### config.mk
export PLATFORM = sky130hd
export DESIGN_NAME = mem_access_ctrl
export DESIGN_NICKNAME = d
export VERILOG_FILES = /design/src/rtl/cpu_mem_pkg.sv /design/src/rtl/wait_timer.sv /design/src/rtl/mem_access_ctrl.sv
export SDC_FILE = /design/constraint.sdc
export NUM_CORES = 1
export LEC_CHECK = 0
export CORE_UTILIZATION = 39
export CTS_BUF_LIST = sky130_fd_sc_hd__clkbuf_4
export CTS_CLUSTER_SIZE = 28
export DETAILED_ROUTE_END_ITERATION = 16
export SETUP_SLACK_MARGIN = 0.4
export SYNTH_ARGS = -nofsm -noshare
export SYNTH_HDL_FRONTEND = slang
export SYNTH_HIERARCHICAL = 1
export SYNTH_SLANG_ARGS = --single-unit
### constraint.sdc
create_clock -name clock -period 4.2 [get_ports clock]
set_input_delay 0.84 -clock clock [delete_from_list [all_inputs] [get_ports clock]]
set_output_delay 0.84 -clock clock [all_outputs]
set_load 0.01 [all_outputs]
### src/rtl/cpu_mem_pkg.sv
// Shared types for the CPU memory-access controller: state encoding, op codes,
// timeout width and the control-strobe bundle decoded from each state.
package cpu_mem_pkg;

    localparam int unsigned TO_W = 4;

    typedef enum logic [2:0] {
        IDLE    = 3'd0,
        MAR_LD  = 3'd1,
        RD_WAIT = 3'd2,
        RD_CAP  = 3'd3,
        WR_MDR  = 3'd4,
        WR_WAIT = 3'd5,
        DONE    = 3'd6,
        ERR     = 3'd7
    } state_t;

    typedef enum logic {
        OP_READ  = 1'b0,
        OP_WRITE = 1'b1
    } op_t;

    typedef struct packed {
        logic mar_in;
        logic mdr_in;
        logic mdr_read;
        logic mem_read;
        logic mem_write;
        logic busy;
        logic done;
    } ctrl_t;

    // Moore decode of the datapath strobes for a given state
    function automatic ctrl_t decode_ctrl(input state_t s);
        ctrl_t c;
        c      = '0;
        c.busy = (s != IDLE);
        case (s)
            MAR_LD:  c.mar_in = 1'b1;
            RD_WAIT: begin
                c.mem_read = 1'b1;
                c.mdr_read = 1'b1;
            end
            RD_CAP:  begin
                c.mdr_in   = 1'b1;
                c.mdr_read = 1'b1;
            end
            WR_MDR:  c.mdr_in    = 1'b1;
            WR_WAIT: c.mem_write = 1'b1;
            DONE:    c.done      = 1'b1;
            default: ;
        endcase
        return c;
    endfunction

endpackage

### src/rtl/wait_timer.sv
// Counts memory wait cycles (1 on the first wait cycle, saturating) and flags
// when the count reaches a nonzero limit.
module wait_timer
    import cpu_mem_pkg::*;
(
    input  logic            clock,
    input  logic            clear,
    input  logic            start,
    input  logic            en,
    input  logic [TO_W-1:0] lim,
    output logic            expired
);

    localparam logic [TO_W-1:0] CNT_MAX = '1;

    logic [TO_W-1:0] cnt;

    always_ff @(posedge clock or posedge clear) begin
        if (clear) begin
            cnt <= '0;
        end else if (start) begin
            cnt <= TO_W'(1);
        end else if (en && (cnt != CNT_MAX)) begin
            cnt <= cnt + TO_W'(1);
        end
    end

    // A zero limit disables the timeout entirely
    assign expired = (lim != '0) && (cnt == lim);

endmodule

### src/rtl/mem_access_ctrl.sv
// Sequences MAR/MDR loads and memory strobes for one read or write at a time,
// with an optional wait-cycle timeout reported through a sticky err flag.
module mem_access_ctrl
    import cpu_mem_pkg::*;
(
    input  logic            clock,
    input  logic            clear,
    input  logic            rd_req,
    input  logic            wr_req,
    input  logic            mem_ack,
    input  logic [TO_W-1:0] timeout_lim,
    output logic            mar_in,
    output logic            mdr_in,
    output logic            mdr_read,
    output logic            mem_read,
    output logic            mem_write,
    output logic            busy,
    output logic            done,
    output logic            err
);

    state_t          state, state_nxt;
    op_t             op, op_nxt;
    logic [TO_W-1:0] lim_q, lim_nxt;
    logic            err_nxt;
    ctrl_t           ctrl_q, ctrl_nxt;
    logic            tmr_start, tmr_en, expired;

    always_ff @(posedge clock or posedge clear) begin
        if (clear) begin
            state  <= IDLE;
            op     <= OP_READ;
            lim_q  <= '0;
            err    <= 1'b0;
            ctrl_q <= '0;
        end else begin
            state  <= state_nxt;
            op     <= op_nxt;
            lim_q  <= lim_nxt;
            err    <= err_nxt;
            ctrl_q <= ctrl_nxt;
        end
    end

    always_comb begin
        state_nxt = state;
        op_nxt    = op;
        lim_nxt   = lim_q;
        err_nxt   = err;
        tmr_start = 1'b0;
        tmr_en    = 1'b0;
        case (state)
            IDLE: begin
                // Read has priority; a simultaneous write is dropped
                if (rd_req || wr_req) begin
                    state_nxt = MAR_LD;
                    op_nxt    = rd_req ? OP_READ : OP_WRITE;
                    lim_nxt   = timeout_lim;
                    err_nxt   = 1'b0;
                end
            end
            MAR_LD: begin
                if (op == OP_READ) begin
                    state_nxt = RD_WAIT;
                    tmr_start = 1'b1;
                end else begin
                    state_nxt = WR_MDR;
                end
            end
            RD_WAIT: begin
                tmr_en = 1'b1;
                if (mem_ack) begin
                    state_nxt = RD_CAP;
                end else if (expired) begin
                    state_nxt = ERR;
                end
            end
            RD_CAP: state_nxt = DONE;
            WR_MDR: begin
                state_nxt = WR_WAIT;
                tmr_start = 1'b1;
            end
            WR_WAIT: begin
                tmr_en = 1'b1;
                if (mem_ack) begin
                    state_nxt = DONE;
                end else if (expired) begin
                    state_nxt = ERR;
                end
            end
            DONE:    state_nxt = IDLE;
            ERR:     state_nxt = IDLE;
            default: state_nxt = IDLE;
        endcase
        if (state_nxt == ERR) begin
            err_nxt = 1'b1;
        end
        // Strobes are registered from the next state so they track the state register
        ctrl_nxt = decode_ctrl(state_nxt);
    end

    wait_timer u_wait_timer (
        .clock   (clock),
        .clear   (clear),
        .start   (tmr_start),
        .en      (tmr_en),
        .lim     (lim_q),
        .expired (expired)
    );

    assign {mar_in, mdr_in, mdr_read, mem_read, mem_write, busy, done} = ctrl_q;

endmodule
==> metrics.cfg, run 1 <==
[place]
hpwl_microns = 1390
place_area_sq_um = 1200
portBuffers = 16
place_congestion = 0.787

[setup_path]
crit_path_end_kind = primary output
crit_fanout = 2
critPathLaunchType = flip-flop
crit_path_cell_trace = clkdlybuf4s50_1
crit_path_max_incr_delay_ns = 0.54
cp.arrival_ns = 1.18
cpMaxStageDelayCell = clkdlybuf4s50_1
worstPathRequired_ns = 3.36
critical_path.top_delay_family = buffers and inverters
critPathBufInv = 1
path_class = reg -> out

[detailed_routing]
drc = 0
drt_iter0_drc = 9
ant_nets = 0
dr.pass1.iters = 4
post_drt_wl_per_cell_microns = 13.1
vias = 710
routed_wl_microns = 1830
vias_per_cell = 5.07

[pwr]
switchingPower_uw = 395
combPwrFrac_pct = 50.4
seqPwrFrac_pct = 40.4
power.share.switching_pct = 42.0
peakVddDrop_uv = 427
power.internal_uw = 545
pwr-share-clk_pct = 9.2
power_density_nw_per_um2 = 769
p_leak_uw = 0.000517

[synthesis]
synth_cell_types = 35
syn_area_sq_um = 1040
avgSynthCellArea_sq_um = 10.9
synth_ff_type = dfrtp_1
yosysMostFrequentCell = dfrtp_1
synth-seq-cells = 20
yosys.area.top_type = dfrtp_1
netlist_instances = 95
synthTopCellsByCount = dfrtp_1 (20), inv_1 (7), nor2_1 (7), a21oi_1 (5)
netlist_top_cells_area = dfrtp_1 (48%), mux2_1 (4.3%), o32ai_2 (3.1%)
synth_top_area_share_pct = 48.1
syn-num-nets = 105
yosysSeqAreaShare_pct = 48.1
yosysWarnings = 6
async_flop_share_pct = 100
synth_edf_count = 0

[clock_tree]
cts_tree = built
clock_sinks = 20
cts_resized = 0
cts.path.max_buffers = 2
insertion_delay_ns = 0.29
htreeDepth = 1
cts_root_buffer = clkbuf_4
cts_buffers = 3
cts_setup_buffers = 0
clk_pin_slew_ns = 0.10
hold_buffers = 0

[final_layout]
diodes = 0
reg.largest.list = lim_q (4), u_wait_timer/cnt (4), state (3)
drive_gt1_share_pct = 16.4
final_net_count = 122
post-route-util_pct = 48.9
syn_to_final_growth_pct = 17.6
fin_area_sq_um = 1220

[timing]
finalClockSkew_ns = 0.00586
setup_viol = 0
period_share_pct = 48.2
setup_tns_ns = 0
timing.slew.headroom_pct = 59.0
slew_viol_final = 0
hold_viol = 0
rsz0062_at_grt = false
max_freq_mhz = 494
finalCriticalPeriod_ns = 2.02
worst_slew_pin_slew_ns = 0.615

[worst_hold_path]
min_path_type = reg -> reg

[global_route]
grt_pass1_wl_microns = 2980
overflow = 0
antenna_found_initial = 0
grt_pass1_vias = 659
track_usage_pct = 15.0
grt_max_degree = 17

[floorplanning]
row_count = 18
die_height_microns = 53.6
initial_utilization_pct = 41.6
die_w_microns = 53.6
die_area_sq_um = 2880
boundaryPins = 17
core_sq_um = 2500

[run_status]
status = finished, final reports clean

[run]
drv_cap = 0

[cells by family after synthesis]
logic type / Yosys count / synth area share (%)
compound gates: 18 / 13.6
xor+xnor: 3 / 2.53
fa+ha+maj: 1 / 1.20
buf+inv: 14 / 7.22
flops: 20 / 48.1
mux: 6 / 6.26
simple gates: 33 / 21.1
[power groups by stage]
stage	combinational [uW]	clock, uW	sequential (uW)
2_1_floorplan	412	0	342
3_3_place_gp	468	0	381
3_5_place_dp	478	0	384
4_1_cts	480	91.6	381
5_1_grt	529	99.0	396
6_report	474	87.0	380
[cell type report]
| class | count | area, sq um |
|---|---|---|
| clock buffer | 3 | 22.5 |
| sequential | 20 | 500 |
| multi-input combinational | 61 | 464 |
| timing repair buffer | 16 | 160 |
| fill | 231 | 1280 |
| inverter | 10 | 37.5 |
| tap | 30 | 37.5 |
[placed cells by master, fill, tap and decap left out, drive strengths merged]
master / n
o32ai: 2
mux2: 4
clkdlybuf4s50: 16
or3: 1
and2: 2
a211oi: 2
nand3: 1
nand4: 1
o21ai: 2
xor2: 3
nor3b: 1
nand2: 3
clkbuf: 3
o211ai: 1
dfrtp: 20
a2111oi: 1
o2bb2ai: 1
a31oi: 2
nand2b: 3
nor2: 8
mux2i: 2
o22ai: 1
ha: 1
and4: 1
a21oi: 6
nor2b: 5
inv: 10
nor3: 7
[layer usage]
| layer | up-vias | routed length, microns | GRT usage [%] |
|---|---|---|---|
| li1 | 356 | - | - |
| met1 | 336 | 934 | 21.8 |
| met2 | 16 | 799 | 21.3 |
| met3 | 2 | 78 | 2.82 |
| met4 | 0 | 13 | 6.58 |
| met5 | - | 0 | 0 |
[path summary, 6_finish.rpt]
| path | start | to | slack [ns] | depth (start not counted) |
|---|---|---|---|---|
| setup / recovery | err | err | 2.18 | 1 |
| hold reg to reg | err | err | 0.53 | 2 |
| setup reg to reg | u_wait_timer/cnt[3] | err | 2.19 | 6 |
| min in group asynchronous | clear | u_wait_timer/cnt[2] | 0.75 | 2 |
| hold / removal | err | err | 0.53 | 2 |
| max in group asynchronous | clear | mem_read | 2.86 | 2 |
[per-stage QoR]
| step | std cells | total power (uW) | setup WS, ns | hold slack, ns |
|---|---|---|---|---|
| after CTS | 140 | 952 | 2.16 | 0.544 |
| after global placement | 137 | 850 | 1.87 | 0.504 |
| after detailed placement | 137 | 861 | 1.85 | 0.508 |
| after floorplan | 95 | 754 | 2.39 | 0.475 |
| final | 140 | 941 | 2.18 | 0.530 |
| after global routing | 140 | 1020 | 2.00 | 0.574 |
Power figures use the tool's default switching activity.
==> run 2: changes to the inputs <==
==> constraint.sdc (replaced) <==
create_clock -name clock -period 1.9 [get_ports clock]
set_input_delay 0.38 -clock clock [delete_from_list [all_inputs] [get_ports clock]]
set_output_delay 0.38 -clock clock [all_outputs]
set_load 0.01 [all_outputs]
==> run 2 against run 1 <==
  * The flow now finishes with violations (setup timing)
  * Sequential power increased by 100%
  * Register-to-register slack worse by 2.2 ns
  * Count of clock-buffer cells in the layout unchanged
  * Final area rose by 13%
  * Largest cell class is now multi-input gates
  * Clock skew grew 0.0046 ns
==> metrics.cfg, run 2 (synthesized netlist as in run 1, its figures left out) <==
[run_status]
status = finished with violations
violations = setup timing

[clock_tree]
cts_buffers = 3  ; unchanged
cts.path.max_buffers = 2  ; unchanged
htreeDepth = 1  ; unchanged
cts_root_buffer = clkbuf_4
insertion_delay_ns = 0.31  ; +0.02 ns
clk_pin_slew_ns = 0.12  ; +0.02 ns
clock_sinks = 20  ; unchanged
cts_tree = built

[final_layout]
final_cell_mix = dfrtp_1 (20), buf_4 (12), clkdlybuf4s50_1 (8), dlygate4sd2_1 (8), inv_1 (7)
reg.largest.list = lim_q (4), u_wait_timer/cnt (4), state (3)
drive_gt1_share_pct = 30.9  ; +15 points
diodes = 0  ; unchanged
mostFrequentLayoutCell = dfrtp_1
final_net_count = 134  ; +9.8%
post-route-util_pct = 55.3  ; +6.4 points
num-fill-cells = 238  ; +3.0%
syn_to_final_growth_pct = 32.9

[pwr]
p_leak_uw = 0.000623  ; +20%
power_density_nw_per_um2 = 1810  ; +130%
peakVddDrop_uv = 897  ; +110%
power.internal_uw = 1490  ; +170%
power.share.switching_pct = 40.2  ; -1.8 points
seqPwrFrac_pct = 31.0  ; -9.4 points
pwr-share-clk_pct = 14.2  ; +5.0 points
switchingPower_uw = 1000  ; +150%
combPwrFrac_pct = 54.8  ; +4.4 points

[setup_path]
regToRegEndpoint = err
path_class = reg -> reg
critPathLaunchType = flip-flop
reg2regPathDepth = 6  ; unchanged
worstPathRequired_ns = 2.13  ; -1.23 ns
ff2ff_setup_slack_ns = -0.02  ; -2.21 ns
crit_fanout = 3  ; +1
startpoint = u_wait_timer/cnt[3]
crit_end = err
cp.arrival_ns = 2.15  ; +0.97 ns
r2r-start = u_wait_timer/cnt[3]
crit_path_end_kind = flip-flop

[timing]
rsz0062_at_grt = true
worst_slew_pin_slew_ns = 0.386  ; -0.229 ns
slew_viol_final = 0  ; unchanged
finalCriticalPeriod_ns = 1.92
max_freq_mhz = 521
setup_tns_ns = -0.0184  ; -0.0184 ns
setup_viol = 1  ; +1
hold_viol = 0  ; unchanged
setup_ws_ns = -0.0184  ; -2.20 ns
period_share_pct = 101
timing.slew.headroom_pct = 74.3  ; +15 points
finalClockSkew_ns = 0.0104  ; +0.00458 ns

[global_route]
track_usage_pct = 16.8  ; +1.8 points
grt_pass1_vias = 729  ; +11%
grt_max_degree = 17  ; unchanged
overflow = 0  ; unchanged
grt_pass1_wl_microns = 3340  ; +12%
antenna_found_initial = 0  ; unchanged

[floorplanning]
die_w_microns = 53.6  ; unchanged
core_sq_um = 2500  ; unchanged
boundaryPins = 17  ; unchanged
initial_utilization_pct = 41.6  ; unchanged
die_area_sq_um = 2880  ; unchanged
row_count = 18  ; unchanged
die_height_microns = 53.6  ; unchanged

[place]
place_congestion = 0.753  ; -4.3%
portBuffers = 16  ; unchanged
hpwl_microns = 1430  ; +2.4%

[detailed_routing]
drc = 0  ; unchanged
vias_per_cell = 5.01  ; -1.3%
dr.pass1.iters = 4  ; unchanged
ant_nets = 0  ; unchanged
vias = 766  ; +7.9%
routed_wl_microns = 1980  ; +8.2%
post_drt_wl_per_cell_microns = 12.9  ; -0.98%
drt_iter0_drc = 9  ; unchanged

[worst_hold_path]
min_path_type = in -> async

[run]
drv_cap = 0  ; unchanged

[run 2: cell types whose count changed in the layout (fill, tap and decap cells not counted), sizes merged]
cell           before  now
bufinv              0    1
clkdlybuf4s50      16    8
buf                 0   12
dlygate4sd2         0    8
[run 2: layout make-up]
| type | instances | area, sq um | area share, % |
|---|---|---|---|
| clock buffers | 3 | 22.5 | 1.63 |
| clock inverters | 1 | 30.0 | 2.17 |
| inverters | 10 | 40.0 | 2.90 |
| multi-input cells | 61 | 510 | 37.0 |
| flip-flops and latches | 20 | 500 | 36.2 |
| well taps | 30 | 37.5 | 2.72 |
| repair buffers | 28 | 240 | 17.4 |
[run 2: worst min-delay path by stage]
stage               startpoint                  end  cells after the start  slack [ns]
floorplan                clear  u_wait_timer/cnt[0]                      1        0.15
global placement           err                  err                      2        0.51
detailed placement         err                  err                      2        0.51
CTS                      clear  u_wait_timer/cnt[2]                      2        0.28
global route             clear  u_wait_timer/cnt[2]                      2        0.29
finish                   clear  u_wait_timer/cnt[2]                      2        0.28
[run 2: critical path, cell delays in order, from the launching register on]
cell,delay (ns)
dfrtp_1,0.39
or3_4,0.39
a2111oi_4,0.35
nor2b_2,0.23
o21ai_2,0.07
and2_4,0.16
o32ai_2,0.25
[run 2: per-layer routing]
layer / track usage (%) / up-vias / share of wire, %
li1: - / 384 / -
met1: 22.7 / 356 / 48
met2: 24.2 / 20 / 45
met3: 3.95 / 6 / 4.5
met4: 10.1 / 0 / 2.2
met5: 0 / - / 0
[run 2: power groups by stage]
| stage | Combinational [uW] | Sequential [uW] | Clock (uW) |
|---|---|---|---|
| detailed placement | 1240 | 779 | 0 |
| CTS | 1340 | 771 | 358 |
| finish | 1370 | 773 | 353 |
| global route | 1500 | 802 | 381 |
| global placement | 1210 | 777 | 0 |
| floorplan | 924 | 756 | 0 |
[run 2: what timing repair did]
item	CTS	global route
setup buffers	2	1
hold buffers	0	0
gates resized for setup	15	3
pin swaps	1	1
setup endpoints to repair	24	16
[run 2: stage by stage]
step | std cells | area, sq um | power, uW | hold slack, ns | worst slack [ns]
6_report | 153 | 1380 | 2490 | 0.279 | -0.0184
5_1_grt | 153 | 1380 | 2690 | 0.292 | -0.113
4_1_cts | 152 | 1370 | 2470 | 0.278 | -0.0198
3_5_place_dp | 146 | 1270 | 2010 | 0.513 | -0.0784
3_3_place_gp | 146 | 1270 | 1990 | 0.512 | 0.00983
2_1_floorplan | 95 | 1040 | 1680 | 0.146 | 0.0913
==> run 3: changes to the inputs <==
--- a/config.mk
+++ b/config.mk
@@ -5,11 +5,14 @@
 export SDC_FILE = /design/constraint.sdc
 export NUM_CORES = 1
 export LEC_CHECK = 0
-export CORE_UTILIZATION = 39
+export CORE_UTILIZATION = 54
 export CTS_BUF_LIST = sky130_fd_sc_hd__clkbuf_4
 export CTS_CLUSTER_SIZE = 28
 export DETAILED_ROUTE_END_ITERATION = 16
+export PLACE_DENSITY = 0.81
 export SETUP_SLACK_MARGIN = 0.4
+export SKIP_CTS_REPAIR_TIMING = 1
+export SKIP_LAST_GASP = 1
 export SYNTH_ARGS = -nofsm -noshare
 export SYNTH_HDL_FRONTEND = slang
 export SYNTH_HIERARCHICAL = 1
==> run 3 against run 2 <==
  * The flow still finishes with violations (setup timing)
  * Utilization rose by 23 points
  * Sequential cell count unchanged
  * Sequential share of layout area is 0.31 points higher
  * Non-clock buffer count down 2
  * Clock skew decreased by 0.0083 ns
  * Via count rose by 2.0%
  * First-iteration DRC count shrank 22%
  * Count of clock-buffer cells in the layout did not move
  * Critical endpoint unchanged
==> metrics.cfg, run 3 (synthesized netlist as in run 1, its figures left out) <==
[final_layout]
mostFrequentLayoutCell = dfrtp_1
reg.largest.list = lim_q (4), u_wait_timer/cnt (4), state (3)
final_cell_mix = dfrtp_1 (18), buf_4 (9), clkdlybuf4s50_1 (8), dlymetal6s2s_1 (8), inv_1 (7)
fin_cells = 146  ; -4.6%
syn_to_final_growth_pct = 32.4
num-fill-cells = 118  ; -50%
diodes = 0  ; unchanged
drive_gt1_share_pct = 29.8  ; -1.1 points
final_net_count = 132  ; -1.5%
post-route-util_pct = 78.0  ; +23 points

[global_route]
grt_pass1_wl_microns = 3250  ; -2.7%
track_usage_pct = 22.2  ; +5.4 points
grt_pass1_vias = 739  ; +1.4%
overflow = 0  ; unchanged
antenna_found_initial = 0  ; unchanged
grt_max_degree = 17  ; unchanged

[floorplanning]
row_count = 15  ; -3
die_area_sq_um = 2100  ; -27%
boundaryPins = 17  ; unchanged
die_w_microns = 45.9  ; -14%
initial_utilization_pct = 58.9  ; +17 points
die_height_microns = 45.9  ; -14%
core_sq_um = 1760  ; -29%

[setup_path]
cp_common_cell = nor2_2
critPathLaunchType = flip-flop
path_class = reg -> reg
critPathBufInv = 0  ; unchanged
crit_path_max_incr_delay_ns = 0.38  ; about the same
crit_fanout = 4  ; +1
crit_path_cell_trace = nor3_1 > or3_4 > a2111oi_4 > nor2_2 > nor3b_4 > nor2_2 > o32ai_2
worstPathRequired_ns = 2.12  ; about the same
crit_path_end_kind = flip-flop
critical_path.top_delay_family = simple AND/OR/NAND/NOR gates
cp.arrival_ns = 2.16  ; about the same
cpMaxStageDelayCell = dfrtp_1

[timing]
rsz0062_at_grt = true
finalClockSkew_ns = 0.00217  ; -0.00827 ns
hold_ws_ns = 0.274  ; -0.00468 ns
period_share_pct = 102  ; +1.3 points
finalCriticalPeriod_ns = 1.94  ; +0.0251 ns
setup_tns_ns = -0.0435  ; -0.0251 ns
setup_viol = 1  ; unchanged
timing.slew.headroom_pct = 60.8  ; -14 points
worst_slew_pin_slew_ns = 0.587  ; +0.202 ns
max_freq_mhz = 515  ; -1.3%
setup_ws_ns = -0.0435  ; -0.0251 ns
hold_viol = 0  ; unchanged
slew_viol_final = 0  ; unchanged

[clock_tree]
cts_buffers = 3  ; unchanged
htreeDepth = 1  ; unchanged
clock_sinks = 20  ; unchanged
cts_root_buffer = clkbuf_4
insertion_delay_ns = 0.30  ; about the same
clk_pin_slew_ns = 0.11  ; about the same
cts_tree = built
cts.path.max_buffers = 2  ; unchanged

[run_status]
status = finished with violations
violations = setup timing

[detailed_routing]
drt_iter0_drc = 7  ; -2
vias_per_cell = 5.35  ; +6.8%
routed_wl_microns = 2110  ; +6.8%
post_drt_wl_per_cell_microns = 14.5  ; +12%
vias = 781  ; +2.0%
ant_nets = 0  ; unchanged
dr.pass1.iters = 4  ; unchanged
drc = 0  ; unchanged

[run]
drv_cap = 0  ; unchanged

[place]
place_congestion = 0.819  ; +8.7%
portBuffers = 16  ; unchanged
hpwl_microns = 1390  ; -2.9%
dp.cells = 139  ; -4.8%

[pwr]
power_uw = 2420  ; -2.9%
power_density_nw_per_um2 = 1760  ; -2.5%
peakVddDrop_uv = 1110  ; +23%
p_leak_uw = 0.000685  ; +9.9%

[worst_hold_path]
min_path_type = in -> async

-- run 3: changes by cell type in the layout (fill, tap and decap cells not counted), sizes merged --
cell / previous run / this run
dlygate4sd2: 8 / 0
buf: 12 / 10
bufinv: 1 / 0
dlymetal6s2s: 0 / 8
clkinv: 0 / 1
-- run 3: where the power goes --
group	internal [uW]	leakage, uW	switching (uW)	total, uW
Combinational	702	0.000424	690	1390
Clock	76.6	0.0000154	129	205
Sequential	618	0.000246	207	825
-- run 3: path summary, 6_finish.rpt --
kind,startpoint,endpoint,slack [ns],cells after the start
hold reg to reg,err,err,0.56,2
setup reg to reg,lim_q[0],err,-0.04,7
min in group clock,err,err,0.56,2
setup / recovery,lim_q[0],err,-0.04,7
hold / removal,clear,u_wait_timer/cnt[0],0.27,2
max in group asynchronous,clear,state[0],1.03,2
-- run 3: cell type report --
class                      count  area, sq um  share of cell area [%]
clock buffer                   3         22.5                    1.64
clock inverter                 1         3.75                   0.273
inverter                      10         40.0                    2.91
multi-input combinational     61          517                    37.5
sequential                    20          503                    36.5
tap                           25         31.3                    2.27
timing repair buffer          26          259                    18.8
-- run 3: layer usage --
| layer | global-route usage [%] | vias to the layer above | share of wire (%) |
|---|---|---|---|
| met2 | 33.8 | 21 | 50 |
| met3 | 8.33 | 4 | 4.3 |
| met5 | 0 | - | 0 |
| met1 | 30.7 | 373 | 44 |
| li1 | - | 383 | - |
| met4 | 3.53 | 0 | 1.9 |
-- run 3: stage by stage --
step                      setup slack [ns]  instance area (sq um)
after floorplan                     0.0913                   1040
after global placement              0.0557                   1250
after detailed placement           -0.0375                   1250
after CTS                           -0.123                   1270
after global routing                -0.133                   1380
final                              -0.0435                   1380
